File: config.mk
export PLATFORM = sky130hd
export DESIGN_NAME = fighter_player
export DESIGN_NICKNAME = d
export VERILOG_FILES = /design/src/rtl/fighter_player.sv
export SDC_FILE = /design/constraint.sdc
export NUM_CORES = 1
export LEC_CHECK = 0
export CORE_MARGIN = 4
export CORE_UTILIZATION = 30
export DETAILED_ROUTE_END_ITERATION = 16
export DONT_BUFFER_PORTS = 1
export HOLD_SLACK_MARGIN = 0.02
export MAX_ROUTING_LAYER = met4
export PLACE_DENSITY = 0.49
export REMOVE_ABC_BUFFERS = 1
export SETUP_SLACK_MARGIN = 0.15
export SYNTH_ARGS = -nofsm -noshare
export SYNTH_HDL_FRONTEND = slang
export SYNTH_SLANG_ARGS = --single-unit
File: constraint.sdc
create_clock -name clk -period 6.2 [get_ports clk]
set_input_delay 0.93 -clock clk [delete_from_list [all_inputs] [get_ports clk]]
set_output_delay 0.93 -clock clk [all_outputs]
set_load 0.005 [all_outputs]
File: src/rtl/fighter_player.sv
// Single-player turn resolver for an N-slot fighting arena.
// Tracks a one-hot position, health with await-driven regen, and a sticky dead flag.
module fighter_player #(
  parameter int NUM_POS     = 5,
  parameter int SIDE        = 0,
  parameter int HEALTH_W    = 2,
  parameter int MAX_HEALTH  = 3,
  parameter int KICK_DMG    = 1,
  parameter int PUNCH_DMG   = 2,
  parameter int KICK_RANGE  = 2,
  parameter int PUNCH_RANGE = 1,
  parameter int REGEN_WAITS = 2
) (
  input  logic                clk,
  input  logic                reset,
  input  logic                action_enable,
  input  logic                game_over,
  input  logic [2:0]          my_action,
  input  logic [2:0]          opp_action,
  input  logic [NUM_POS-1:0]  opp_pos,
  output logic [NUM_POS-1:0]  pos,
  output logic [HEALTH_W-1:0] health,
  output logic                dead,
  output logic                turn_done
);

  localparam int IDX_W = (NUM_POS > 2) ? $clog2(NUM_POS) : 1;
  localparam int CNT_W = (REGEN_WAITS > 1) ? $clog2(REGEN_WAITS + 1) : 1;

  localparam logic [IDX_W-1:0]    LAST_IDX   = IDX_W'(NUM_POS - 1);
  localparam logic [NUM_POS-1:0]  ONE_POS    = NUM_POS'(1);
  localparam logic [NUM_POS-1:0]  RESET_POS  = (SIDE != 0) ? (ONE_POS << (NUM_POS - 1)) : ONE_POS;
  localparam logic [HEALTH_W-1:0] MAX_H      = HEALTH_W'(MAX_HEALTH);
  localparam logic [HEALTH_W:0]   KICK_D     = (HEALTH_W + 1)'(KICK_DMG);
  localparam logic [HEALTH_W:0]   PUNCH_D    = (HEALTH_W + 1)'(PUNCH_DMG);
  localparam logic [31:0]         KICK_RNG   = 32'(KICK_RANGE);
  localparam logic [31:0]         PUNCH_RNG  = 32'(PUNCH_RANGE);
  localparam logic [CNT_W-1:0]    REGEN_LAST = CNT_W'(REGEN_WAITS - 1);

  localparam logic [2:0] ACT_KICK  = 3'b000;
  localparam logic [2:0] ACT_PUNCH = 3'b001;
  localparam logic [2:0] ACT_AWAIT = 3'b010;
  localparam logic [2:0] ACT_JUMP  = 3'b011;

  logic                en_q, en_d;
  logic [NUM_POS-1:0]  pos_q, pos_d;
  logic [HEALTH_W-1:0] health_q, health_d;
  logic                dead_q, dead_d;
  logic                done_q, done_d;
  logic [CNT_W-1:0]    wait_q, wait_d;

  logic                fire_s;
  logic [IDX_W-1:0]    my_idx_s;
  logic [IDX_W-1:0]    opp_idx_s;
  logic                opp_here_s;
  logic [IDX_W-1:0]    dist_s;
  logic [31:0]         dist32_s;
  logic [IDX_W-1:0]    tgt_s;
  logic                kick_hit_s;
  logic                punch_hit_s;
  logic [HEALTH_W:0]   dmg_s;
  logic [HEALTH_W:0]   health_ext_s;
  logic [HEALTH_W-1:0] hit_health_s;

  assign fire_s = action_enable & ~en_q & ~game_over & ~dead_q;

  // Own index from one-hot pos, opponent index as its lowest set bit.
  always_comb begin
    my_idx_s  = '0;
    opp_idx_s = '0;
    for (int i = 0; i < NUM_POS; i++) begin
      my_idx_s = my_idx_s | (pos_q[i] ? IDX_W'(i) : '0);
    end
    for (int i = NUM_POS - 1; i >= 0; i--) begin
      opp_idx_s = opp_pos[i] ? IDX_W'(i) : opp_idx_s;
    end
    opp_here_s = |opp_pos;
    dist_s     = (my_idx_s > opp_idx_s) ? (my_idx_s - opp_idx_s) : (opp_idx_s - my_idx_s);
    dist32_s   = {{(32 - IDX_W){1'b0}}, dist_s};
  end

  // Step one slot at a time so an opponent blocks both entry and crossing.
  always_comb begin
    tgt_s = my_idx_s;
    for (int k = 0; k < 2; k++) begin
      if (my_action[2] && (k == 0 || my_action[0])) begin
        if (my_action[1]) begin
          tgt_s = (tgt_s == LAST_IDX || (opp_here_s && opp_idx_s == tgt_s + IDX_W'(1)))
                  ? tgt_s : tgt_s + IDX_W'(1);
        end else begin
          tgt_s = (tgt_s == '0 || (opp_here_s && opp_idx_s == tgt_s - IDX_W'(1)))
                  ? tgt_s : tgt_s - IDX_W'(1);
        end
      end else begin
        tgt_s = tgt_s;
      end
    end
  end

  // Incoming damage on pre-move distance, with jump dodge and same-attack clash.
  always_comb begin
    kick_hit_s   = opp_here_s && (opp_action == ACT_KICK) && (dist32_s <= KICK_RNG) &&
                   (my_action != ACT_JUMP) && (my_action != ACT_KICK);
    punch_hit_s  = opp_here_s && (opp_action == ACT_PUNCH) && (dist32_s <= PUNCH_RNG) &&
                   (my_action != ACT_PUNCH);
    dmg_s        = kick_hit_s ? KICK_D : (punch_hit_s ? PUNCH_D : '0);
    health_ext_s = {1'b0, health_q};
    hit_health_s = (health_ext_s >= dmg_s) ? HEALTH_W'(health_ext_s - dmg_s) : '0;
  end

  // Turn resolution: everything holds unless a turn fires this cycle.
  always_comb begin
    en_d     = action_enable;
    pos_d    = pos_q;
    health_d = health_q;
    dead_d   = dead_q;
    wait_d   = wait_q;
    done_d   = 1'b0;
    if (fire_s) begin
      pos_d    = ONE_POS << tgt_s;
      health_d = hit_health_s;
      done_d   = 1'b1;
      if ((my_action == ACT_AWAIT) && !(kick_hit_s || punch_hit_s)) begin
        if (wait_q == REGEN_LAST) begin
          wait_d   = '0;
          health_d = (health_q < MAX_H) ? health_q + HEALTH_W'(1) : health_q;
        end else begin
          wait_d = wait_q + CNT_W'(1);
        end
      end else begin
        wait_d = '0;
      end
      dead_d = (health_d == '0);
    end else begin
      done_d = 1'b0;
    end
  end

  // State registers with synchronous active-low reset.
  always_ff @(posedge clk) begin
    if (!reset) begin
      en_q     <= 1'b1;
      pos_q    <= RESET_POS;
      health_q <= MAX_H;
      dead_q   <= 1'b0;
      done_q   <= 1'b0;
      wait_q   <= '0;
    end else begin
      en_q     <= en_d;
      pos_q    <= pos_d;
      health_q <= health_d;
      dead_q   <= dead_d;
      done_q   <= done_d;
      wait_q   <= wait_d;
    end
  end

  assign pos       = pos_q;
  assign health    = health_q;
  assign dead      = dead_q;
  assign turn_done = done_q;

endmodule

Yosys cells after proc, flatten, opt, wreduce, memory -nomap -nowiden
Index checks and enable logic that the tools add are counted.
- input bits: 15
- flip-flop bits (word level): 12
- equal/unequal tests: 11
- $lt $le $gt $ge: 5
- bitwise gates (word level): 9
- add/subtract/negate cells: 9
- mux-type cells: 28
- shifts and indexed selects: 1
- reductions and logical operators: 25
- operators by type and width (kind ; number):
    3-bit 2-to-1 mux ; 15
    2-bit 2-to-1 mux ; 11
    1-bit logical AND ; 13
    3-bit equality test ; 4
    3-bit logical NOT ; 3
    3-bit by 1-bit adder with 3-bit output (second input constant) ; 2
    3-bit equality test (second input constant) ; 2
    3-bit by 1-bit subtractor with 3-bit output (second input constant) ; 2
    3-bit subtractor ; 2
    1-bit logical OR ; 5
    5-bit OR reduction ; 1
    1-bit by 3-bit left shift with 5-bit output (first input constant) ; 1
    2-bit by 1-bit adder with 2-bit output (second input constant) ; 2
    1-bit bitwise AND ; 3
    3-bit by 1-bit equality test with 1-bit output (second input constant) ; 1
    3-bit by 2-bit equality test with 1-bit output (second input constant) ; 1
    3-bit > comparator ; 1
    3-bit by 1-bit <= comparator with 1-bit output (second input constant) ; 1
    3-bit by 2-bit <= comparator with 1-bit output (second input constant) ; 1
    3-bit by 1-bit inequality test with 1-bit output (second input constant) ; 1
    3-bit by 2-bit inequality test with 1-bit output (second input constant) ; 1
    1-bit NOT ; 3
    2-bit by 3-bit OR with 3-bit output ; 1
    3-bit nonzero test ; 1
    9 further kinds ; 10

Depth between registers and ports, before layout
Gate-level depths: netlist of the first run.
- word-level depth: 19
- gate-level depth with buffers: 18

Worst setup path after synthesis of the first run
No wires, ideal clock.
- path kind: input -> register
- start point: input opp_pos[3]
- end point: register pos_q[1], in the netlist pos[1]
- data arrival time: 4.530 ns
- path slack: 1.554 ns
- cell stages on the path: 18
- path through: nor2b_1 o21bai_1 ha_1 inv_1 and4_4 or3_1 and2_4 o21a_1 or3_1 and3_1 inv_1 ha_1 xnor2_1 xnor2_1 o311ai_2 mux2_1 mux2_2 a41o_1
- cells in the longest elaborated chain, start to end: 18
- elaborated cells between the ends (all ways): 30
- RTL lines (what ; line ; text):
    from (decl) ; 20 ; input logic [NUM_POS-1:0] opp_pos,
    3-bit 2-to-1 mux (4 in series) ; 75 ; opp_idx_s = opp_pos[i] ? IDX_W'(i) : opp_idx_s;
    3-bit equality test (on tied branches) ; 91, 88 ;
    1-bit logical AND (on tied branches) ; 91, 88 ;
    1-bit logical OR (on tied branches) ; 91, 88 ;
    3-bit 2-to-1 mux (on tied branches) ; 92, 89 ;
    3-bit 2-to-1 mux ; 87 ; if (my_action[1]) begin
    3-bit 2-to-1 mux ; 86 ; if (my_action[2] && (k == 0 || my_action[0])) begin
    3-bit by 1-bit subtractor with 3-bit output / 3-bit by 1-bit adder with 3-bit output (equally long branches) ; n/a ;
    3-bit equality test (on tied branches) ; 91, 88 ;
    1-bit logical AND (on tied branches) ; 91, 88 ;
    1-bit logical OR (on tied branches) ; 91, 88 ;
    3-bit 2-to-1 mux (on tied branches) ; 92, 89 ;
    3-bit 2-to-1 mux ; 87 ;
    3-bit 2-to-1 mux (*) ; 86 ;
    1-bit by 3-bit left shift with 5-bit output (*) ; 120 ; pos_d = ONE_POS << tgt_s;
    to (signal assigned) ; 150 ; pos_q <= pos_d;
    to (decl) ; 46 ; logic [NUM_POS-1:0] pos_q, pos_d;
Mark *: on every way between the ends. The rest lies on a longest branch, timed or not.
A chain may end at the register's enable or synchronous reset.

Worst setup path after layout of the first run
- start point: register pos_q[1], in the netlist pos[1]
- end point: register pos_q[2], in the netlist pos[2]
- cells in the longest elaborated chain, start to end: 19
- elaborated cells between the ends (all ways): 33
- RTL lines (what ; line ; text):
    1-bit 2-to-1 mux (*) ; 72 ; my_idx_s = my_idx_s | (pos_q[i] ? IDX_W'(i) : '0);
    1-bit by 2-bit OR with 2-bit output (*) ; 72 ;
    2-bit OR (*) ; 72 ;
    2-bit by 3-bit OR with 3-bit output (*) ; 72 ;
    3-bit by 1-bit subtractor with 3-bit output / 3-bit by 1-bit adder with 3-bit output (equally long branches) ; n/a ;
    3-bit equality test (on tied branches) ; 91, 88 ;
    1-bit logical AND (on tied branches) ; 91, 88 ;
    1-bit logical OR (on tied branches) ; 91, 88 ;
    [3 not listed] ; n/a ;
    3-bit by 1-bit subtractor with 3-bit output / 3-bit by 1-bit adder with 3-bit output (equally long branches) ; n/a ;
    3-bit equality test (on tied branches) ; 91, 88 ;
    1-bit logical AND (on tied branches) ; 91, 88 ;
    1-bit logical OR (on tied branches) ; 91, 88 ;
    3-bit 2-to-1 mux (on tied branches) ; 92, 89 ;
    3-bit 2-to-1 mux ; 87 ;
    3-bit 2-to-1 mux (*) ; 86 ;
    1-bit by 3-bit left shift with 5-bit output (*) ; 120 ;
Marks and branches as above.

==> results by group, run 1 <==
Global route
  – First-pass GRT wire length: 6679 um
  – Largest net degree at the start of global routing: 16
  – Antenna violations before repair: 0
  – Vias in the first global route: 1,422
  – Grt ovf: 0
  – GRT Util Overall: 13.20%

Timing
  – Unrepaired setup endpoints after global routing: no
  – Final Max Slew Viols: 0
  – Period utilisation layout: 81.84%
  – Fin. Hold Viols: 0
  – Clock Skew: 2.074 ps
  – Final setup vio count: 0
  – Period minus WS final: 5074 ps
  – F_max: 197.1 MHz
  – Worst setup margin: 1126 ps
  – Relative slew slack: 39.47%
  – Slew @ Worst Pin: 895.3 ps
  – Setup TNS: 0 ps

Clock network
  – Post-CTS resize count: 0
  – Clk root buf: clkbuf_8
  – Hold Buf Count CTS: 0
  – CTS tree: built
  – Post-CTS Setup Bufs: 0
  – Clock latency on the worst-skew pair: 230 ps
  – Clock Pin Slew Worst Setup and Hold Paths: 50 ps
  – Num CTS Buffers: 3
  – Htree depth: 1
  – Clock Tree Buf Depth: 2
  – Clock Sinks: 12

Drt
  – Drt wl/cell: 15.33 um
  – DRT Pass-1 Iters: 4
  – DRT iter0 DRCs: 70
  – DRC viols: 0
  – Via density: 5.369
  – Routed Antenna Nets: 0
  – Vias after detailed routing: 1,396
  – Post-Route WL: 3986 um

Place
  – Gpl congestion: 0.8337
  – Buffers on Ports: 0
  – Placed inst area: 1623 um^2
  – Setup Slack @ Placement: 1089 ps
  – DPL Wire Length: 3219 um

Setup path
  – Critical Path Start Type: register
  – CP Data Required Time: 6320 ps
  – Worst path slowest cell: nor2_1
  – WP data arrival: 5200 ps
  – WS Path Type: register to register
  – Crit-path most repeated cell: inv_1
  – CP Capture Type: register
  – Critical path fanouts, max: 7
  – Worst stage delay on the critical path: 500 ps
  – Worst path cell trace: nor2_1 > inv_1 > ha_1 > inv_1 > and4_4 > or3_1 > and2_4 > o21a_1 > or3_1 > and3_1 > ha_1 > xnor2_1 > inv_1 > o311ai_4 > mux2i_1 > mux2i_1 > a41o_1

Finish
  – Layout area overhead: 7.345%
  – Design Area, Final: 1664 um^2
  – Ant. Diodes: 0
  – Layout Nets: 225
  – Fillers: 506
  – Fraction of layout cells with a size suffix above 1: 9.326%

Synthesis
  – Yosys cell types: 60
  – Sequential fraction of the synthesis area: 15.50%
  – Syn Area/Cell: 7.991 um^2
  – #FFs+latches synth: 12
  – Dominant synthesized flop cell: dfxtp_1
  – Synth Cell Area: 1550 um^2
  – Ys async rst share: 0%
  – Gate Count Post-Synth: 194
  – Warning count from the yosys run: 0
  – Number of synthesized flops with an enable pin: 0

Power and ir drop
  – Net Sw Frac: 32.24%
  – Pwr Density: 135.2 nW/um^2
  – Maximum vdd drop: 0.00009083 V
  – Internal: 152.4 uW
  – Pwr Total: 224.9 uW
  – Psw: 72.52 uW
  – Comb pwr share: 34.3%
  – P_leak: 0.0006935 uW
  – Sequential Power Share: 35.6%
  – Clock share of power: 30.1%

Floorplan
  – # rows: 25
  – Die X: 79.89 um
  – Initial core utilization: 31.97%
  – # IOs: 24
  – Die ar.: 6382 um^2
  – Die Span Y: 79.89 um
  – Core box area: 4848 um^2

Status
  – Status: finished clean

Hold path
  – Hold Crit Class: register to register

Job
  – Max_cap viols: 0
-- power groups by stage --
stage          Clock, uW  Sequential [uW]  Combinational [uW]
5_1_grt             74.0             80.3                85.4
3_3_place_gp           0             81.6                76.9
6_report            67.7             80.1                77.1
4_1_cts             70.4             80.0                77.0
3_5_place_dp           0             81.6                76.3
2_1_floorplan          0             81.1                62.3
-- final cells by class --
type | instances | area [um^2] | share of cell area (%)
Tap cell | 67 | 83.83 | 5.038
Clock buffer | 3 | 41.29 | 2.481
Sequential cell | 12 | 240.2 | 14.44
Timing Repair Buffer | 1 | 7.507 | 0.4511
Multi-Input combinational cell | 161 | 1231 | 73.98
Inverter | 16 | 60.06 | 3.609
-- flip-flops by register name, indices dropped and copies added (netlist names) --
register / count
dead: 1
pos: 5
wait_q: 2
en_q: 1
turn_done: 1
health: 2
-- synth_stat cells (4+ instances only) --
library cell	count	area share (%)
and3_1	5	2.0
clkbuf_1	4	0.97
dfxtp_1	12	15
ha_1	12	9.7
inv_1	15	3.6
mux2i_1	7	4.5
nand2_1	14	3.4
nand3_1	6	1.9
nor2_1	16	3.9
nor2b_1	8	3.2
nor3_1	6	1.9
nor3b_1	4	1.9
nor4_1	4	1.6
o21ai_0	6	1.9
o22ai_1	5	2.0
xnor2_1	9	5.1
-- routing by layer --
layer	vias to the layer above	wire [um]	GRT usage [%]
met5	-	0	-
met4	0	19	2.534
met3	4	250	2.483
met2	28	1786	21.52
met1	648	1930	17.08
li1	716	-	-
-- cell usage in the layout, fill, tap and decap left out, types with 2 or more instances in the layout --
master / instances
nor2_1: 16
inv_1: 15
nand2_1: 14
ha_1: 12
dfxtp_1: 12
xnor2_1: 9
nor2b_1: 8
mux2i_1: 7
nor3_1: 6
nand3_1: 6
o21ai_0: 6
o22ai_1: 5
and3_1: 5
nor3b_1: 4
nor4_1: 4
or3_1: 3
a21oi_1: 3
a41o_1: 3
fa_1: 3
clkbuf_8: 3
nand2b_1: 2
a22oi_1: 2
a31oi_1: 2
o311ai_4: 2
o21a_1: 2
and2_1: 2
or4b_2: 2
o31ai_1: 2
o211ai_1: 2
-- through the flow --
step	hold WS, ps	std cells	util (%)
floorplan	468.3	189	-
global placement	491.4	257	33.47
detailed placement	490.3	257	33.47
CTS	497.6	260	34.32
global route	520.2	260	34.32
finish	497.6	260	34.32
-- final timing paths --
check	cells past startpoint	end	startpoint	slack, ps
min reg2reg	1	wait_q[1]	wait_q[1]	500
max reg2reg	17	pos[2]	pos[1]	1130
min	1	wait_q[1]	wait_q[1]	500
max	17	pos[2]	pos[1]	1130
-- critical path: cells and delay by family, from the launching register on --
| kind | cells | cell delay (ps) |
|---|---|---|
| buffers and inverters | 3 | 520 |
| XOR/XNOR | 1 | 380 |
| multiplexers | 2 | 420 |
| flip-flops | 1 | 330 |
| AO/OA/AOI/OAI | 3 | 740 |
| adder cells (fa/ha/maj) | 2 | 760 |
| AND/OR/NAND/NOR | 6 | 1820 |
-- logic make-up (layout without fill, tap and decap cells) --
family | Yosys count | in the layout | share of synthesized area [%]
AOI/OAI and AO/OA | 43 | 43 | 23.32
DFF | 12 | 12 | 15.50
muxes | 10 | 10 | 6.860
and+or+nand+nor | 83 | 83 | 30.03
xor gates and xnor gates | 10 | 10 | 5.650
adders and majority gates | 15 | 15 | 13.56
buffers and inverters | 21 | 20 | 5.084
No activity file was read; power rests on OpenSTA's default activity.
==> run 2: changes to the inputs <==
Clock period 6.2 ns to 4.8 ns, I/O delays scaled along.
==> run 2 against run 1 <==
Design area grew 6.1%. Die area did not move. Largest cell class unchanged. Sequential share of layout area fell by 0.83 points. Sequential power rose by 29%. Routed wire length rose by 5.1%. Clock skew shrank 0.90 ps. Final cell count up 3.8%. Critical path type is now input port to register.
==> results by group, run 2 (synthesis results as in run 1) <==
Status
  – Status: finished clean

Drt
  – DRT iter0 DRCs: 81
  – DRC viols: 0
  – Via density: 5.370
  – Drt wl/cell: 15.52 um
  – DRT Pass-1 Iters: 4
  – Post-Route WL: 4190 um
  – Vias after detailed routing: 1,450
  – Routed Antenna Nets: 0

Global route
  – First-pass GRT wire length: 6568 um
  – Vias in the first global route: 1,343
  – Grt ovf: 0
  – Largest net degree at the start of global routing: 16
  – GRT Util Overall: 13.28%
  – Antenna violations before repair: 0

Hold path
  – Worst Hold Depth: 1
  – Worst min-delay path endpoint: wait_q[1]
  – Hold Crit Class: register to register
  – Hold path startpoint: wait_q[1]

Power and ir drop
  – Internal: 205.0 uW
  – Pwr Density: 172.0 nW/um^2
  – Net Sw Frac: 32.49%
  – Sequential Power Share: 34.0%
  – P_leak: 0.0007359 uW
  – Psw: 98.66 uW
  – Comb pwr share: 36.4%
  – Clock share of power: 29.6%
  – Maximum vdd drop: 0.0001264 V

Finish
  – Highest-count cells in the layout ignoring fill and taps: nor2_1 (16), inv_1 (14), nand2_1 (14)
  – Commonest non-fill, non-tap cell in the layout: nor2_1
  – Fraction of layout cells with a size suffix above 1: 16.26%
  – Ant. Diodes: 0
  – Layout Nets: 235
  – Layout area overhead: 13.88%
  – Max FFs per register: 5

Floorplan
  – # IOs: 24
  – # rows: 25
  – Core box area: 4848 um^2
  – Die Span Y: 79.89 um
  – Initial core utilization: 31.97%
  – Die ar.: 6382 um^2
  – Die X: 79.89 um

Timing
  – Period minus WS final: 4462 ps
  – Worst setup margin: 338.3 ps
  – Final Max Slew Viols: 0
  – Unrepaired setup endpoints after global routing: no
  – Setup TNS: 0 ps
  – Slew @ Worst Pin: 936.3 ps
  – Fin. Hold Viols: 0
  – Clock Skew: 1.177 ps
  – Relative slew slack: 36.70%
  – Period utilisation layout: 92.95%
  – F_max: 224.1 MHz
  – Final setup vio count: 0

Place
  – Buffers on Ports: 0
  – DPL Wire Length: 3407 um
  – Gpl congestion: 0.8734
  – Setup Slack @ Placement: 49.35 ps

Setup path
  – R2R Path End: pos[1]
  – Reg2Reg Depth: 18
  – Reg2reg setup slack: 450 ps
  – WP data arrival: 4590 ps
  – Critical Path Start Type: input port
  – CP Capture Type: register
  – WS Path Type: input port to register
  – Critical path fanouts, max: 5
  – Setup crit start: opp_pos[3]
  – FF-to-FF Start: pos[1]
  – CP Data Required Time: 4930 ps

Clock network
  – Clk root buf: clkbuf_8
  – Clock Pin Slew Worst Setup and Hold Paths: 50 ps
  – Clock latency on the worst-skew pair: 240 ps
  – Clock Sinks: 12
  – Htree depth: 1
  – Clock Tree Buf Depth: 2
  – Num CTS Buffers: 3
  – CTS tree: built

Job
  – Max_cap viols: 0
-- run 2: repair_timing --
item	4_1_cts	5_1_grt
gates resized for setup	0	5
hold buffers	0	0
hold endpoints to repair	0	0
buffers inserted	0	2
setup endpoints to repair	0	5
-- run 2: final cells by class --
cell class	count	area (um^2)
Fill cell	525	3083
Multi-Input combinational cell	161	1257
Sequential cell	12	240.2
Tap cell	67	83.83
Timing Repair Buffer	11	82.58
Inverter	16	60.06
Clock buffer	3	41.29
-- run 2: how the worst max path moves through the flow --
stage	cells after the start	slack, ps	endpoint
after global routing	18	130	pos[1]
after floorplan	18	370	pos[1]
final	18	340	pos[1]
after detailed placement	17	50	pos[4]
after CTS	17	280	pos[4]
after global placement	17	110	pos[1]
-- run 2: per-stage QoR --
stage	hold slack [ps]	std cells	util [%]	instance area [um^2]	power, uW
after floorplan	468.3	189	-	1531	185.3
after global placement	485.2	265	34.71	1683	210.6
after detailed placement	490.2	265	34.71	1683	209.9
after CTS	499.7	268	35.56	1724	300.4
after global routing	510.6	270	36.41	1765	319.6
final	497.6	270	36.41	1765	303.7
-- run 2: critical path: stages --
cell and delay [ps]:
nor2b_1 110, o21bai_1 260, ha_4 270, or3b_2 460
o22ai_1 180, o41a_1 190, and2_4 170, o21a_1 100
or3_1 80, and3_1 210, inv_1 90, ha_1 210
xnor2_1 190, xnor2_1 140, o311ai_2 330, mux2_1 380
mux2_2 290, a41o_1 230
-- run 2: power by group through the flow --
stage	Clock, uW	Sequential [uW]	Combinational [uW]
final	89.7	103	111
after global routing	95.2	104	121
after global placement	0	105	105
after floorplan	0	105	80.5
after CTS	92.0	103	105
after detailed placement	0	105	104
-- run 2: per-layer routing --
| metal | GRT usage (%) | vias up | share of wire, % |
|---|---|---|---|
| met5 | - | - | 0 |
| met4 | 2.534 | 0 | 0.55 |
| met3 | 1.919 | 4 | 5.1 |
| li1 | - | 740 | - |
| met2 | 21.52 | 41 | 46 |
| met1 | 17.66 | 665 | 49 |
==> run 3: changes to the inputs <==
Settings changed: GPL_ROUTABILITY_DRIVEN set to 0, SKIP_CTS_REPAIR_TIMING set to 1.
==> results of run 3 <==
The final DEF is identical to that of run 2; final timing and power are the same.
==> patch: new RTL, settings of run 1 <==
Make the reset (`reset`) asynchronous in one clocked block. Comments in the files are not updated.
--- a/src/rtl/fighter_player.sv
+++ b/src/rtl/fighter_player.sv
@@ -139,3 +139,3 @@
   // State registers with synchronous active-low reset.
-  always_ff @(posedge clk) begin
+  always_ff @(posedge clk or negedge reset) begin
     if (!reset) begin
Function: differs if reset is asserted again (counterexample within 4 cycles, from zero or initial values and one cycle with reset low); with reset held inactive, the same outputs for 10 cycles.
==> patch against run 1 <==
Wire length shrank 4.2%. Highest routed layer unchanged. Synthesized cell count did not move. Sequential cell count is the same. Cell area increased by 5.0%. Synthesized area up 5.6%. Total power is 39% higher. Critical path depth unchanged. Worst setup slack improved by 0.15 ns.
==> patch: results (changes against run 1) <==
- Outcome: finished clean
- Reg-to-Reg Start: pos[3]$_DFFE_PN0P_
- Hold WC Path Type: in -> async
- P_sw: 122.2 uW (+69%)
- Clock skew: 0.006745 ns (+0.004671 ns)
- Peak VDD IR: 146.6 uV (+61%)
- Pleak: 0.0007240 uW (+4.4%)
- Slew HR: 0.6319 (+0.2372)
- Total number of vias: 1383 (-0.93%)
- R2R Path End: pos[1]$_DFFE_PN0P_
- # fillers: 562 (+11%)
- Adder-Cell Fraction of Synth Area: 0.1284 (-0.007153)
- Compound-gate portion of the synthesized area: 0.2722 (+0.03892)
- Commonest cells post-synth: inv_1, nor2_1, nand2_1
- Final WL: 3817 um (-4.2%)
- Sequential element share of the synthesized area: 0.1865 (+0.03158)
- CP peak stage delay: 0.45 ns (-0.05 ns)
- Final GP Congestion: 0.8273 (-0.77%)
- Slowest stage cell, crit path: ha_1
- Combinational family with the most area after synthesis: compound AO/OA/AOI/OAI gates
- Port Buf Inserts: 0 (unchanged)
- First-pass GRT wire length: 6610 um (-1.0%)
- GRT Overall Usage: 0.1275 (-0.004444)
- Mux share of post-synthesis cell area: 0.03058 (-0.03802)
- WHS: 0.3759 ns (-0.1217 ns)
- Final HPWL DP: 3099 um (-3.7%)
- Arr. time, crit path: 5.04 ns (-0.16 ns)
- Nets: 223 (-0.89%)
- End point of the critical path: pos[1]$_DFFE_PN0P_
- Flop-to-flop setup slack: 1.28 ns (+0.15 ns)
- Clock slew at reported path FFs: 0.05 ns (about the same)
- Asr flop ratio synth: 1.000 (+1.000)
- Post-synth cell types: 66 (+10%)
- Ys flop type: dfrtp_1
- Largest cells by area after synthesis: dfrtp_1, ha_1, dfstp_2
- Largest net degree at the start of global routing: 18 (+2)
- Vias in the first global route: 1401 (-1.5%)
- 1st-iter DRT viols: 100 (+43%)
- Share of cells above drive strength 1: 0.1510 (+0.05778)
-- patch: critical path, delay by kind of cell, from the launching register on --
family / cells / cell delay, ns
AO/OA/AOI/OAI: 5 / 1.15
AND/OR/NAND/NOR: 4 / 1.00
XOR/XNOR: 3 / 0.83
adder cells (fa/ha/maj): 2 / 0.82
flip-flops: 1 / 0.42
multiplexers: 1 / 0.30
buffers and inverters: 2 / 0.26
-- patch: through the flow --
stage | worst slack [ns] | instance area (um2) | instances
global placement | 1.000 | 1702 | 258
finish | 1.281 | 1747 | 262
global route | 0.9750 | 1747 | 262
floorplan | 1.719 | 1614 | 188
detailed placement | 1.094 | 1702 | 258
CTS | 1.314 | 1747 | 262
-- patch: cell families after synthesis --
kind of cell    Yosys count
buf+inv                  27
flops                    12
fa+ha+maj                15
simple gates             72
xor+xnor                 12
mux                       5
compound gates           51
-- patch: final cells by class --
class / count / share of cell area
clock buffer: 4 / 0.02579
inverter: 21 / 0.04513
multi-input combinational: 155 / 0.7042
sequential: 12 / 0.1748
tap: 70 / 0.05014
-- patch: per-layer routing --
| metal | part of all wire | track usage | vias up | wire length [um] |
|---|---|---|---|---|
| li1 | - | - | 699 | - |
| met1 | 0.48 | 0.1716 | 631 | 1849 |
| met2 | 0.42 | 0.1850 | 42 | 1601 |
| met3 | 0.064 | 0.02412 | 11 | 246 |
| met4 | 0.031 | 0.05482 | 0 | 120 |
| met5 | 0 | - | - | 0 |
-- patch: power by group through the flow --
stage	clock (uW)	combinational (uW)	sequential [uW]
after floorplan	0	127	84.5
after global placement	0	156	85.4
after detailed placement	0	153	85.4
after CTS	76.8	154	84.1
after global routing	80.2	173	84.5
final	74.1	154	84.0
